--- src/rtl/ysyx_22041412_csr_seq_if.sv ---
// Port bundle between the CSR sequencer (master) and the single-port machine CSR file (slave).
interface ysyx_22041412_csr_seq_if #(
  parameter int unsigned AW = 2
);
  logic          csr_en;
  logic [AW-1:0] csr_addr;
  logic [2:0]    csr_func3;
  logic [63:0]   csr_wdata;
  logic [63:0]   csr_rdata;
  logic          csr_ready;

  modport master (
    output csr_en, csr_addr, csr_func3, csr_wdata,
    input  csr_rdata, csr_ready
  );

  modport slave (
    input  csr_en, csr_addr, csr_func3, csr_wdata,
    output csr_rdata, csr_ready
  );
endinterface

--- src/rtl/ysyx_22041412_csr_seq.sv ---
// Expands Zicsr / ECALL / MRET requests into ordered accesses on the single CSR file port,
// returning old CSR data or a PC redirect, with a per-access ready timeout.
module ysyx_22041412_csr_seq #(
  parameter int unsigned AW        = 2,
  parameter int unsigned IDX_MTVEC = 0,
  parameter int unsigned IDX_MEPC  = 1,
  parameter int unsigned IDX_MCAUS = 2,
  parameter int unsigned TIMEOUT   = 15
) (
  input  logic          clk,
  input  logic          rst_n,
  input  logic          req_valid,
  output logic          req_ready,
  input  logic          req_ecall,
  input  logic          req_mret,
  input  logic [AW-1:0] req_addr,
  input  logic [2:0]    req_func3,
  input  logic [63:0]   req_wdata,
  input  logic [63:0]   req_pc,
  output logic          done,
  output logic [63:0]   rdata,
  output logic          redirect,
  output logic [63:0]   redirect_pc,
  output logic          err,
  ysyx_22041412_csr_seq_if.master csr
);

  typedef enum logic [2:0] {
    S_IDLE, S_CSR, S_E_EPC, S_E_CAU, S_E_VEC, S_R_EPC, S_DONE
  } state_t;

  typedef enum logic [1:0] { K_CSR, K_ECALL, K_MRET } kind_t;

  state_t        state_q, state_d, acc_next;
  kind_t         kind_q, kind_d;
  logic [63:0]   pc_q, pc_d, wdata_q, wdata_d, rdata_q, rdata_d, rpc_q, rpc_d;
  logic [AW-1:0] addr_q, addr_d;
  logic [2:0]    func3_q, func3_d;
  logic [3:0]    cnt_q, cnt_d;
  logic          err_q, err_d, acc;

  always_comb begin
    state_d       = state_q;
    kind_d        = kind_q;
    pc_d          = pc_q;
    addr_d        = addr_q;
    func3_d       = func3_q;
    wdata_d       = wdata_q;
    rdata_d       = rdata_q;
    rpc_d         = rpc_q;
    cnt_d         = cnt_q;
    err_d         = err_q;
    acc           = 1'b0;
    acc_next      = S_DONE;
    req_ready     = 1'b0;
    done          = 1'b0;
    redirect      = 1'b0;
    err           = 1'b0;
    csr.csr_addr  = '0;
    csr.csr_func3 = '0;
    csr.csr_wdata = '0;

    unique case (state_q)
      S_IDLE: begin
        req_ready = 1'b1;
        if (req_valid) begin
          pc_d    = req_pc;
          addr_d  = req_addr;
          func3_d = req_func3;
          wdata_d = req_wdata;
          cnt_d   = '0;
          err_d   = 1'b0;
          if (req_ecall) begin
            kind_d  = K_ECALL;
            state_d = S_E_EPC;
          end else if (req_mret) begin
            kind_d  = K_MRET;
            state_d = S_R_EPC;
          end else begin
            kind_d  = K_CSR;
            state_d = S_CSR;
          end
        end
      end
      S_CSR: begin
        acc           = 1'b1;
        csr.csr_addr  = addr_q;
        csr.csr_func3 = func3_q;
        csr.csr_wdata = wdata_q;
      end
      S_E_EPC: begin
        acc           = 1'b1;
        csr.csr_addr  = AW'(IDX_MEPC);
        csr.csr_func3 = 3'b001;
        csr.csr_wdata = pc_q;
        acc_next      = S_E_CAU;
      end
      S_E_CAU: begin
        acc           = 1'b1;
        csr.csr_addr  = AW'(IDX_MCAUS);
        csr.csr_func3 = 3'b001;
        csr.csr_wdata = 64'd11;
        acc_next      = S_E_VEC;
      end
      S_E_VEC: begin
        acc           = 1'b1;
        csr.csr_addr  = AW'(IDX_MTVEC);
        csr.csr_func3 = 3'b010;
      end
      S_R_EPC: begin
        acc           = 1'b1;
        csr.csr_addr  = AW'(IDX_MEPC);
        csr.csr_func3 = 3'b010;
      end
      S_DONE: begin
        done     = 1'b1;
        err      = err_q;
        redirect = (kind_q != K_CSR) && !err_q;
        state_d  = S_IDLE;
      end
      default: state_d = S_IDLE;
    endcase

    // Shared advance/timeout path for every access state; a timeout skips any remaining accesses.
    if (acc) begin
      if (csr.csr_ready) begin
        state_d = acc_next;
        cnt_d   = '0;
        if (state_q == S_CSR) rdata_d = csr.csr_rdata;
        else if (state_q == S_E_VEC || state_q == S_R_EPC) rpc_d = csr.csr_rdata;
      end else if (cnt_q == 4'(TIMEOUT - 1)) begin
        state_d = S_DONE;
        err_d   = 1'b1;
      end else begin
        cnt_d = cnt_q + 4'd1;
      end
    end
    csr.csr_en = acc;
  end

  always_ff @(posedge clk or negedge rst_n) begin
    if (!rst_n) begin
      state_q <= S_IDLE;
      kind_q  <= K_CSR;
      pc_q    <= '0;
      addr_q  <= '0;
      func3_q <= '0;
      wdata_q <= '0;
      rdata_q <= '0;
      rpc_q   <= '0;
      cnt_q   <= '0;
      err_q   <= 1'b0;
    end else begin
      state_q <= state_d;
      kind_q  <= kind_d;
      pc_q    <= pc_d;
      addr_q  <= addr_d;
      func3_q <= func3_d;
      wdata_q <= wdata_d;
      rdata_q <= rdata_d;
      rpc_q   <= rpc_d;
      cnt_q   <= cnt_d;
      err_q   <= err_d;
    end
  end

  assign rdata       = rdata_q;
  assign redirect_pc = rpc_q;

endmodule

--- src/flat_wrapper.sv ---
// flat-port wrapper written by rule: the top's interface ports become plain ports
module ysyx_22041412_csr_seq_flat 
#(
  parameter int unsigned AW        = 2,
  parameter int unsigned IDX_MTVEC = 0,
  parameter int unsigned IDX_MEPC  = 1,
  parameter int unsigned IDX_MCAUS = 2,
  parameter int unsigned TIMEOUT   = 15
)
  (clk, rst_n, req_valid, req_ready, req_ecall, req_mret, req_addr, req_func3, req_wdata, req_pc, done, rdata, redirect, redirect_pc, err, csr_csr_en, csr_csr_addr, csr_csr_func3, csr_csr_wdata, csr_csr_rdata, csr_csr_ready);
  ysyx_22041412_csr_seq_if #(.AW(AW)) csr_i ();
  input  logic clk;
  input  logic rst_n;
  input  logic req_valid;
  output logic req_ready;
  input  logic req_ecall;
  input  logic req_mret;
  input  logic [AW-1:0] req_addr;
  input  logic [2:0] req_func3;
  input  logic [63:0] req_wdata;
  input  logic [63:0] req_pc;
  output logic done;
  output logic [63:0] rdata;
  output logic redirect;
  output logic [63:0] redirect_pc;
  output logic err;
  output wire logic [$bits(csr_i.csr_en)-1:0] csr_csr_en;
  output wire logic [$bits(csr_i.csr_addr)-1:0] csr_csr_addr;
  output wire logic [$bits(csr_i.csr_func3)-1:0] csr_csr_func3;
  output wire logic [$bits(csr_i.csr_wdata)-1:0] csr_csr_wdata;
  input wire logic [$bits(csr_i.csr_rdata)-1:0] csr_csr_rdata;
  input wire logic [$bits(csr_i.csr_ready)-1:0] csr_csr_ready;
  assign csr_csr_en = csr_i.csr_en;
  assign csr_csr_addr = csr_i.csr_addr;
  assign csr_csr_func3 = csr_i.csr_func3;
  assign csr_csr_wdata = csr_i.csr_wdata;
  assign csr_i.csr_rdata = csr_csr_rdata;
  assign csr_i.csr_ready = csr_csr_ready;
  ysyx_22041412_csr_seq #(.AW(AW), .IDX_MTVEC(IDX_MTVEC), .IDX_MEPC(IDX_MEPC), .IDX_MCAUS(IDX_MCAUS), .TIMEOUT(TIMEOUT)) u_core (.clk(clk), .rst_n(rst_n), .req_valid(req_valid), .req_ready(req_ready), .req_ecall(req_ecall), .req_mret(req_mret), .req_addr(req_addr), .req_func3(req_func3), .req_wdata(req_wdata), .req_pc(req_pc), .done(done), .rdata(rdata), .redirect(redirect), .redirect_pc(redirect_pc), .err(err), .csr(csr_i));
endmodule
--- config.mk ---
export PLATFORM = sky130hd
export DESIGN_NAME = ysyx_22041412_csr_seq_flat
export DESIGN_NICKNAME = d
export VERILOG_FILES = /design/src/rtl/ysyx_22041412_csr_seq_if.sv /design/src/rtl/ysyx_22041412_csr_seq.sv /design/src/flat_wrapper.sv
export SDC_FILE = /design/constraint.sdc
export NUM_CORES = 1
export LEC_CHECK = 0
export ABC_AREA = 1
export BUFFER_PORTS_ARGS = -buffer_cell sky130_fd_sc_hd__buf_2
export CAP_MARGIN = 0
export CORE_ASPECT_RATIO = 0.75
export CORE_MARGIN = 10
export CORE_UTILIZATION = 45
export CTS_CLUSTER_SIZE = 14
export DETAILED_ROUTE_END_ITERATION = 7
export PLACE_DENSITY_LB_ADDON = 0.05
export REMOVE_ABC_BUFFERS = 1
export SLEW_MARGIN = 0
export SYNTH_ARGS = -nofsm -noshare
export SYNTH_HDL_FRONTEND = slang
export SYNTH_SLANG_ARGS = --single-unit
--- constraint.sdc ---
create_clock -name clk -period 1.45 [get_ports clk]
set_input_delay 0.145 -clock clk [delete_from_list [all_inputs] [get_ports clk]]
set_output_delay 0.145 -clock clk [all_outputs]
set_load 0.03 [all_outputs]
==> impl_metrics.env <==
export IMPL_powerDensity_nw_per_um2=2230
export IMPL_h_tree_depth=1
export IMPL_multi_input_area_um2=4610
export IMPL_synth_seq_cells=271
export IMPL_cts_tree="done"
export IMPL_synth_edf_count=0
export IMPL_synthCells=1370
export IMPL_finClkSkew_ns=0.0107
export IMPL_clock_path_buffers=3
export IMPL_yosysMostFrequentCell="nand2_1"
export IMPL_maxCapViolations=0
export IMPL_violations="setup timing"
export IMPL_drt_met1_wl_mm=18.7
export IMPL_start_kind="flip-flop"
export IMPL_hold_viol_final=0
export IMPL_synth_async_reset_ratio_pct=100
export IMPL_dp_cells=2093
export IMPL_drive_gt1_share_pct=34.7
export IMPL_dpl_hpwl_mm=28.0
export IMPL_drtPass1Iterations=5
export IMPL_highest_layer="met4"
export IMPL_grt_max_degree=56
export IMPL_antenna_found_initial=4
export IMPL_synthTopCellsByCount="688 x nand2_1, 271 x dfrtp_1, 130 x o21ai_1"
export IMPL_seq_area_um2=6780
export IMPL_grt_overflow=0
export IMPL_die_w_um=204
export IMPL_end_kind="output port"
export IMPL_core_area_um2=25000
export IMPL_setup_violations=345
export IMPL_grt_pass1_wl_mm=71.8
export IMPL_worstPathMaxFanout=5
export IMPL_required_ns=1.31
export IMPL_synthFlopType="dfrtp_1"
export IMPL_syn_area_per_cell_um2=8.34
export IMPL_final_setup_worst_slack_ns=-0.681
export IMPL_worst_pin_slew_ns=0.537
export IMPL_p_leak_nw=10.4
export IMPL_drtAntennaViolNets=0
export IMPL_min_path_type="input port to flip-flop"
export IMPL_drv_slew=0
export IMPL_period_share_pct=147
export IMPL_port_buffers=404
export IMPL_final_cells=2399
export IMPL_met3_wirelength_mm=4.46
export IMPL_drt_wirelength_per_cell_um=20.6
export IMPL_synthToLayoutAreaGrowth_pct=70.5
export IMPL_clk_latency_ns=0.54
export IMPL_fp_row_count=50
export IMPL_routed_wl_mm=49.3
export IMPL_wl_met2_mm=23.7
export IMPL_fin_setup_tns_ns=-81.19
export IMPL_status="finished, violations left"
export IMPL_drt_iter0_drc=932
export IMPL_fin_util_pct=78.0
export IMPL_viasPerCell=5.20
export IMPL_grt_pass1_vias=12700
export IMPL_n_fill_cell=1571
export IMPL_root_buffer="clkbuf_16"
export IMPL_pin_count=405
export IMPL_arrival_ns=1.99
export IMPL_fmax_mhz=469
export IMPL_netlist_area_um2=11400
export IMPL_start_util_pct=45.8
export IMPL_synth_top_area_share_pct=59.4
export IMPL_yosys_warnings=0
export IMPL_cts_buffers=27
export IMPL_die_h_um=158
export IMPL_yosys_area_top_type="dfrtp_1"
export IMPL_clkSlewWorstSetupHoldPaths_ns=0.06
export IMPL_gp_congestion=0.858
export IMPL_critPathKind="flip-flop to output port"
export IMPL_rsz0062_at_grt="true"
export IMPL_clock_sinks=271
export IMPL_drc=0
export IMPL_vias=12500
export IMPL_yosysSeqAreaShare_pct=59.4
export IMPL_peakVddDrop_mv=1.46
export IMPL_dieArea_um2=32200
export IMPL_post_route_min_period_ns=2.13
export IMPL_ys_types=23
export IMPL_dp_slack_ns=-0.188
export IMPL_slew_headroom_pct=64.2
export IMPL_grt_usage_pct=28.3
export IMPL_nNetsFinal=2246
export IMPL_synthTopCellsByArea="dfrtp_1 59%, nand2_1 23%, o21ai_1 5.7%"
[sequential cells by signal, summed over array words and instances (netlist names)]
signal              cells
u_core.rdata           64
u_core.err_q            1
u_core.state_q          3
u_core.addr_q           2
u_core.redirect_pc     64
u_core.wdata_q         64
u_core.kind_q           2
u_core.cnt_q            4
u_core.func3_q          3
u_core.pc_q            64
[per-layer routing]
metal | global-route usage [%] | vias to the layer above
met2 | 46.4 | 723
met1 | 35.1 | 5956
li1 | - | 5608
met5 | 0 | -
met3 | 7.35 | 188
met4 | 11.3 | 0
[metrics by stage]
step / power (mW) / hold WS, ns / cell area (µm²)
after floorplan: 22.9 / -0.151 / 11000
after global placement: 28.7 / 0.132 / 14100
after detailed placement: 29.0 / 0.135 / 14100
after CTS: 40.9 / 0.0328 / 18600
after global routing: 45.5 / 0.0633 / 19500
final: 43.4 / 0.0467 / 19500
[power by group]
group	internal [mW]	switching (mW)
combinational	8.71	13.6
clock	4.45	3.01
sequential	11.1	2.46
total	24.3	19.1
[layout by cell type (no fill, tap or decap), drive strengths merged, types with 6 or more instances in the layout]
master,instances
inv,94
ha,6
o21ai,139
nand3,69
nor2,13
buf,501
dfrtp,271
clkinv,6
clkbuf,47
dlygate4sd3,201
nand2,690
[cells by family after synthesis]
| family | Yosys count | synth area share [%] |
|---|---|---|
| AO/OA/AOI/OAI | 146 | 6.48 |
| AND/OR/NAND/NOR | 776 | 26.5 |
| flip-flops | 271 | 59.4 |
| adder cells (fa/ha/maj) | 6 | 0.657 |
| buffers and inverters | 171 | 6.94 |
[path summary, 6_finish.rpt]
| kind | start | endpoint | slack, ns | cells after the start |
|---|---|---|---|---|
| worst min-delay path | csr_csr_ready | u_core.cnt_q[0] | 0.05 | 4 |
| worst max-delay path | u_core.state_q[2] | csr_csr_wdata[44] | -0.68 | 8 |
| worst max register to register | u_core.state_q[1] | u_core.pc_q[7] | -0.30 | 9 |
| min in group asynchronous | rst_n | u_core.rdata[37] | 0.17 | 2 |
| max in group asynchronous | rst_n | u_core.pc_q[15] | 0.68 | 3 |
| worst min register to register | u_core.wdata_q[1] | u_core.wdata_q[1] | 0.47 | 2 |
[final cells by class]
cell class,count,share of cell area (%)
multi-input combinational,928,23.7
clock inverter,11,0.835
clock buffer,38,3.99
tap,338,2.17
inverter,93,1.96
timing repair buffer,716,32.5
sequential,271,34.8
antenna,4,0.0514
[worst max-delay path, cell delays in order (launching register included)]
cell,delay (ns)
dfrtp_1,0.43
nor2_4,0.16
nand2_4,0.11
nand2_8,0.14
buf_8,0.15
clkbuf_16,0.16
nand3_2,0.08
nand2_2,0.09
buf_6,0.13
[timing repair]
| action | CTS | global route |
|---|---|---|
| hold endpoints to repair | 531 | 0 |
| setup endpoints to repair | 342 | 345 |
| pin swaps | 19 | 58 |
| setup buffers | 19 | 9 |
| resized for setup | 246 | 140 |
| hold buffers | 201 | 0 |
| cloned | 20 | 9 |
Power figures use the tool's default switching activity.
